### config.mk
export PLATFORM = sky130hd
export DESIGN_NAME = shift_seq_ctrl
export DESIGN_NICKNAME = d
export VERILOG_FILES = /design/src/rtl/shift_seq_ctrl.sv
export SDC_FILE = /design/constraint.sdc
export NUM_CORES = 1
export LEC_CHECK = 0
export ABC_AREA = 1
export BUFFER_PORTS_ARGS = -buffer_cell sky130_fd_sc_hd__buf_2
export CAP_MARGIN = 15
export CORE_ASPECT_RATIO = 1.5
export CORE_MARGIN = 3
export CORE_UTILIZATION = 55
export DETAILED_ROUTE_END_ITERATION = 10
export HOLD_SLACK_MARGIN = 0.03
export PLACE_DENSITY_LB_ADDON = 0.08
export SLEW_MARGIN = 25
export SYNTH_ARGS = -nofsm -noshare
export SYNTH_HDL_FRONTEND = slang
export SYNTH_SLANG_ARGS = --single-unit
### constraint.sdc
create_clock -name clk -period 5.3 [get_ports clk]
set_input_delay 0.795 -clock clk [delete_from_list [all_inputs] [get_ports clk]]
set_output_delay 0.795 -clock clk [all_outputs]
set_load 0.005 [all_outputs]
### src/rtl/shift_seq_ctrl.sv
// Shift/rotate sequencer: drives an external left-shift array, merges passes, computes flags.
// Optional: define SHIFT_SEQ_ROT_EN to build ROL/ROR support (PASS2 + partial-result register).
module shift_seq_ctrl #(
    parameter int WIDTH = 32,
    parameter int AMT_W = $clog2(WIDTH)
) (
    input  logic             clk,
    input  logic             rst,
    input  logic             in_valid,
    output logic             in_ready,
    input  logic [2:0]       in_op,
    input  logic [WIDTH-1:0] in_data,
    input  logic [7:0]       in_cnt,
    output logic [AMT_W-1:0] sh_amt,
    output logic             sh_sin,
    output logic [WIDTH-1:0] sh_in,
    input  logic [WIDTH-1:0] sh_out,
    output logic             out_valid,
    input  logic             out_ready,
    output logic [WIDTH-1:0] out_data,
    output logic [4:0]       out_flags,
    output logic [4:0]       out_flag_mask
);

    localparam logic [2:0] OP_SHL = 3'b000;
    localparam logic [2:0] OP_SHR = 3'b001;
    localparam logic [2:0] OP_SAR = 3'b010;
    localparam logic [2:0] OP_ROL = 3'b011;
    localparam logic [2:0] OP_ROR = 3'b100;
    localparam int         MSB    = WIDTH - 1;

    typedef enum logic [1:0] {IDLE, PASS1, PASS2, DONE} state_t;

    state_t             state_q;
    logic [2:0]         op_q;
    logic [WIDTH-1:0]   d_q;
    logic [AMT_W-1:0]   n_q;
    logic               out_valid_q;
    logic [WIDTH-1:0]   out_data_q;
    logic [4:0]         out_flags_q;
    logic [4:0]         out_mask_q;
`ifdef SHIFT_SEQ_ROT_EN
    logic [WIDTH-1:0]   part_q;
`endif

    logic [AMT_W-1:0]   n_in;
    logic [AMT_W-1:0]   rot_k;
    logic [WIDTH-1:0]   res_d;
    logic [4:0]         sh_flags_d;
    logic [4:0]         rot_flags_d;

    assign n_in = in_cnt[AMT_W-1:0];

    generate
        if (AMT_W < 8) begin : g_cnt_sink
            logic unused_cnt_hi;
            assign unused_cnt_hi = ^in_cnt[7:AMT_W];
        end
    endgenerate

    function automatic logic [WIDTH-1:0] rev(input logic [WIDTH-1:0] x);
        logic [WIDTH-1:0] r;
        for (int i = 0; i < WIDTH; i++) r[i] = x[MSB-i];
        return r;
    endfunction

    function automatic logic legal(input logic [2:0] op);
        logic ok;
        ok = (op == OP_SHL) || (op == OP_SHR) || (op == OP_SAR);
`ifdef SHIFT_SEQ_ROT_EN
        ok = ok || (op == OP_ROL) || (op == OP_ROR);
`endif
        return ok;
    endfunction

    function automatic logic is_rot(input logic [2:0] op);
        return (op == OP_ROL) || (op == OP_ROR);
    endfunction

    assign in_ready      = (state_q == IDLE) && !rst;
    assign out_valid     = out_valid_q;
    assign out_data      = out_data_q;
    assign out_flags     = out_flags_q;
    assign out_flag_mask = out_mask_q;

    // ROR by n is ROL by WIDTH-n; the subtraction wraps modulo 2^AMT_W.
    assign rot_k = (op_q == OP_ROR) ? (AMT_W'(WIDTH) - n_q) : n_q;

    always_comb begin
        sh_in  = '0;
        sh_amt = '0;
        sh_sin = 1'b0;
        case (state_q)
            PASS1: begin
                case (op_q)
                    OP_SHL: begin
                        sh_in  = d_q;
                        sh_amt = n_q;
                    end
                    OP_SHR: begin
                        sh_in  = rev(d_q);
                        sh_amt = n_q;
                    end
                    OP_SAR: begin
                        sh_in  = rev(d_q);
                        sh_amt = n_q;
                        sh_sin = d_q[MSB];
                    end
`ifdef SHIFT_SEQ_ROT_EN
                    OP_ROL, OP_ROR: begin
                        sh_in  = d_q;
                        sh_amt = rot_k;
                    end
`endif
                    default: ;
                endcase
            end
`ifdef SHIFT_SEQ_ROT_EN
            PASS2: begin
                sh_in  = rev(d_q);
                sh_amt = AMT_W'(WIDTH) - rot_k;
            end
`endif
            default: ;
        endcase
    end

    always_comb begin
        logic cf;
        logic of;
        res_d = (op_q == OP_SHL) ? sh_out : rev(sh_out);
`ifdef SHIFT_SEQ_ROT_EN
        if (state_q == PASS2) res_d = part_q | rev(sh_out);
`endif
        // Shift flags: CF is the last bit shifted out of the original operand.
        if (op_q == OP_SHL) cf = d_q[AMT_W'(WIDTH) - n_q];
        else                cf = d_q[n_q - AMT_W'(1)];
        of = 1'b0;
        if (n_q == AMT_W'(1)) begin
            if (op_q == OP_SHL)      of = res_d[MSB] ^ cf;
            else if (op_q == OP_SHR) of = d_q[MSB];
        end
        sh_flags_d = {of, res_d[MSB], (res_d == '0), ~^res_d[7:0], cf};

        if (op_q == OP_ROL) begin
            cf = res_d[0];
            of = res_d[MSB] ^ cf;
        end else begin
            cf = res_d[MSB];
            of = res_d[MSB] ^ res_d[MSB-1];
        end
        if (n_q != AMT_W'(1)) of = 1'b0;
        rot_flags_d = {of, 3'b000, cf};
    end

    always_ff @(posedge clk) begin
        if (rst) begin
            state_q     <= IDLE;
            op_q        <= '0;
            d_q         <= '0;
            n_q         <= '0;
            out_valid_q <= 1'b0;
            out_data_q  <= '0;
            out_flags_q <= '0;
            out_mask_q  <= '0;
`ifdef SHIFT_SEQ_ROT_EN
            part_q      <= '0;
`endif
        end else begin
            case (state_q)
                IDLE: begin
                    if (in_valid) begin
                        op_q <= in_op;
                        d_q  <= in_data;
                        n_q  <= n_in;
                        if (n_in == '0 || !legal(in_op)) begin
                            out_data_q  <= in_data;
                            out_flags_q <= '0;
                            out_mask_q  <= '0;
                            out_valid_q <= 1'b1;
                            state_q     <= DONE;
                        end else begin
                            state_q <= PASS1;
                        end
                    end
                end
                PASS1: begin
`ifdef SHIFT_SEQ_ROT_EN
                    if (is_rot(op_q)) begin
                        part_q  <= sh_out;
                        state_q <= PASS2;
                    end else
`endif
                    begin
                        out_data_q  <= res_d;
                        out_flags_q <= sh_flags_d;
                        out_mask_q  <= 5'b11111;
                        out_valid_q <= 1'b1;
                        state_q     <= DONE;
                    end
                end
`ifdef SHIFT_SEQ_ROT_EN
                PASS2: begin
                    out_data_q  <= res_d;
                    out_flags_q <= rot_flags_d;
                    out_mask_q  <= 5'b10001;
                    out_valid_q <= 1'b1;
                    state_q     <= DONE;
                end
`endif
                DONE: begin
                    if (out_ready) begin
                        out_valid_q <= 1'b0;
                        state_q     <= IDLE;
                    end
                end
                default: state_q <= IDLE;
            endcase
        end
    end

`ifndef SHIFT_SEQ_ROT_EN
    logic unused_rot;
    assign unused_rot = is_rot(op_q) ^ (^rot_flags_d) ^ (^rot_k);
`endif

endmodule

==> metrics.txt <==
Post-DP HPWL 11.5 mm; P per Cell Area 330 nW/µm²; Non-Filler Instances 1,008; CTS Hold Bufs 0; share of Yosys cell area claimed by the top area cell type 0.330; r2r setup slk 2180 ps; Core ar. 8570 µm²; hold worst-path end out_data[24]; warnings from Yosys 0; crit path DAT 2680 ps; clock share of power 0.309; min-delay src out_data[24]; Critical Path RT 4510 ps; share of power burned in registers 0.379; largest net degree at the start of global routing 55; WL final ~15 mm; final period demand of the worst path between 3000 and 4000 ps; Nets 983; via count 5,672; Layout area overhead 19.0%; met3 GRT Util 0.0521; Post-Syn Instances 786; die area 10,100 µm²; f_max 0.288 GHz; Slew @ Worst Pin 968 ps; syn_area_per_cell 6.26 µm²; worst reg2reg endpoint out_flags[2]; busiest metal layer after global routing met2; post-route ant nets 0; Setup Fix Bufs, Post-CTS 0; post-synthesis sequential area ratio 0.330; DRT Pass-1 Iters 5; routed wire length per instance 15.2 µm; Hold Crit Class reg2reg; Tot GR Track Use 0.301; layout cells sized above 1 0.219; vias in the first global route 5,218; Worst Skew approximately 3.6 ps; met2 Usage GRT 0.523; Synthesized Nets 871; met1 usage in global routing 0.369; # DRC 0; ant diodes 0; row cnt 41; Setup Crit Path Kind reg2out; critical-path maximum fanout between 50 and 60; first-pass GRT wire length 24.8 mm; fill cell count 823; PortBufs between 150 and 200; Yosys reg bits 81; Net Sw Power 680 µW; remaining global-route overflow 0; Slew Viols, Final 0; Root Driver clkbuf_16; initial antenna violation count 0; Final period util 0.655; slowest CP cell inv_2; CTS tree yes; critical-path cell list nor2_2 > nand2_2 > inv_2 > a22oi_1 > nor2_1 > buf_2; R2R depth 12; Synth area leaders dfxtp_1, nand2_1, a21oi_1; final setup TNS 0 ps; clk buf depth 2; Worst VDD drop between 0.2 and 0.25 mV; RSZ-0062 raised after global routing false; launch point of the worst reg-to-reg path op_q[0]; Gate power share 0.312; Critical Path Max Stage Delay 860 ps; CP Launch Type flop; placed insts 994; Int Pwr ~1.3 mW; GPL Wtd Cong ~0.88; clock slew at reported path FFs about 60 ps; Hold Fails Final Rpt 0; sw frac 0.352; PostCTS Resize Cnt 0; Hold WS 460 ps; Slew HR 0.350; Final Core Density 0.684; Die Width around 83 µm; initial DRC count 319; Die H ~120 µm; Final setup viols 0; status completed; Top Ports 161; Max Cap Viol 0; Starting Density 0.574; DR vias/cell around 5.6; largest area contributor in the netlist dfxtp_1; Num CTS Buffers 9; CTS sink cnt 81; mapped cell area 4920 µm²; Worst Hold Path Cells 2; worst-skew pair later-pin latency approximately 330 ps; crit end category primary output; post-synthesis cell type count 32; htree depth 3; Leak Pwr around 2.6 nW
==> synth_stat cells <==
cell,n
nor3_2,1
nor2_2,2
a22oi_1,1
inv_4,1
inv_2,10
buf_1,3
ha_1,6
o211ai_1,25
xor2_1,2
xnor2_1,1
nor4_2,1
nand2_1,230
a31oi_1,1
o21ai_2,2
o21ai_1,26
dfxtp_1,81
buf_6,3
nor3_1,9
inv_1,31
o21ai_0,50
buf_4,11
o211a_1,1
a21oi_1,93
buf_2,15
clkbuf_1,28
o21bai_1,1
o221ai_1,2
nand4_1,3
nand2_2,2
nor2_1,70
nor3b_2,3
nand3_1,71
==> cell usage in the layout (no fill, tap or decap), types with 2 or more instances in the layout <==
cell	synthesis	routed
buf_2	15	157
nor2_2	2	2
nor2_1	70	69
inv_2	10	10
o221ai_1	2	2
clkbuf_16	0	9
nand4_1	3	3
nand2_2	2	2
o21ai_0	50	50
o211ai_1	25	25
nor3_1	9	9
o21ai_1	26	26
nand2_1	230	230
inv_1	31	30
xor2_1	2	2
nand3_1	71	71
nor3b_2	3	3
buf_4	11	4
ha_1	6	6
dfxtp_1	81	81
a21oi_1	93	93
o21ai_2	2	2
==> flip-flops by register name (all words and copies together) (netlist names) <==
register / cells
d_q: 32
out_data: 32
n_q: 5
out_flags: 5
op_q: 3
state_q: 2
out_flag_mask: 1
out_valid: 1
==> cell type report <==
class                           instances  area, µm²  share of cell area
Clock buffer                           11        243              0.0415
Tap cell                              107        134              0.0229
Clock inverter                          3       42.5             0.00726
Multi-Input combinational cell        603       2840               0.485
Sequential cell                        81       1620               0.277
Inverter                               42        160              0.0274
Timing Repair Buffer                  161        816               0.139
==> worst max-delay path by stage <==
| stage | from | depth (start not counted) | end |
|---|---|---|---|
| after floorplan | op_q[0] | 8 | sh_in[10] |
| after global placement | op_q[0] | 12 | out_flags[2] |
| after detailed placement | op_q[0] | 6 | sh_in[0] |
| after CTS | op_q[0] | 6 | sh_in[0] |
| after global routing | op_q[0] | 6 | sh_in[6] |
| final | op_q[0] | 6 | sh_in[0] |
==> critical path: cells and delay by family, from the launching register on <==
kind            cells  cell delay [ps]
compound gates      1              240
buf+inv             2              990
flops               1              330
simple gates        3              770
==> routing by layer <==
metal  part of all wire  wire (µm)  vias to the layer above
li1                   -          -                     2841
met1               0.41       6220                     2568
met2               0.50       7620                      223
met3              0.063        969                       40
met4              0.031        478                        0
met5                  0          0                        -
==> logic make-up (layout without fill, tap and decap cells) <==
logic type / Yosys count / after routing / synth area share
adders and majority gates: 6 / 6 / 0.0153
buffers and inverters: 102 / 217 / 0.0951
xor gates and xnor gates: 3 / 3 / 0.00534
AOI/OAI and AO/OA: 202 / 202 / 0.223
and+or+nand+nor: 392 / 392 / 0.331
DFF: 81 / 81 / 0.330
==> power by group through the flow <==
stage          logic [mW]  registers, mW  clock network [mW]
2_1_floorplan       0.441          0.733                   0
3_3_place_gp        0.584          0.742                   0
3_5_place_dp        0.600          0.745                   0
4_1_cts             0.603          0.732               0.606
5_1_grt             0.685          0.743               0.633
6_report            0.604          0.734               0.597
==> metrics by stage <==
step	instance area [µm²]	setup slack, ps	total power, mW
6_report	5860	1830	1.93
4_1_cts	5860	1830	1.94
5_1_grt	5860	1470	2.06
2_1_floorplan	4920	3200	1.17
3_5_place_dp	5570	2190	1.34
3_3_place_gp	5570	2290	1.33
Power figures use the tool's default switching activity.
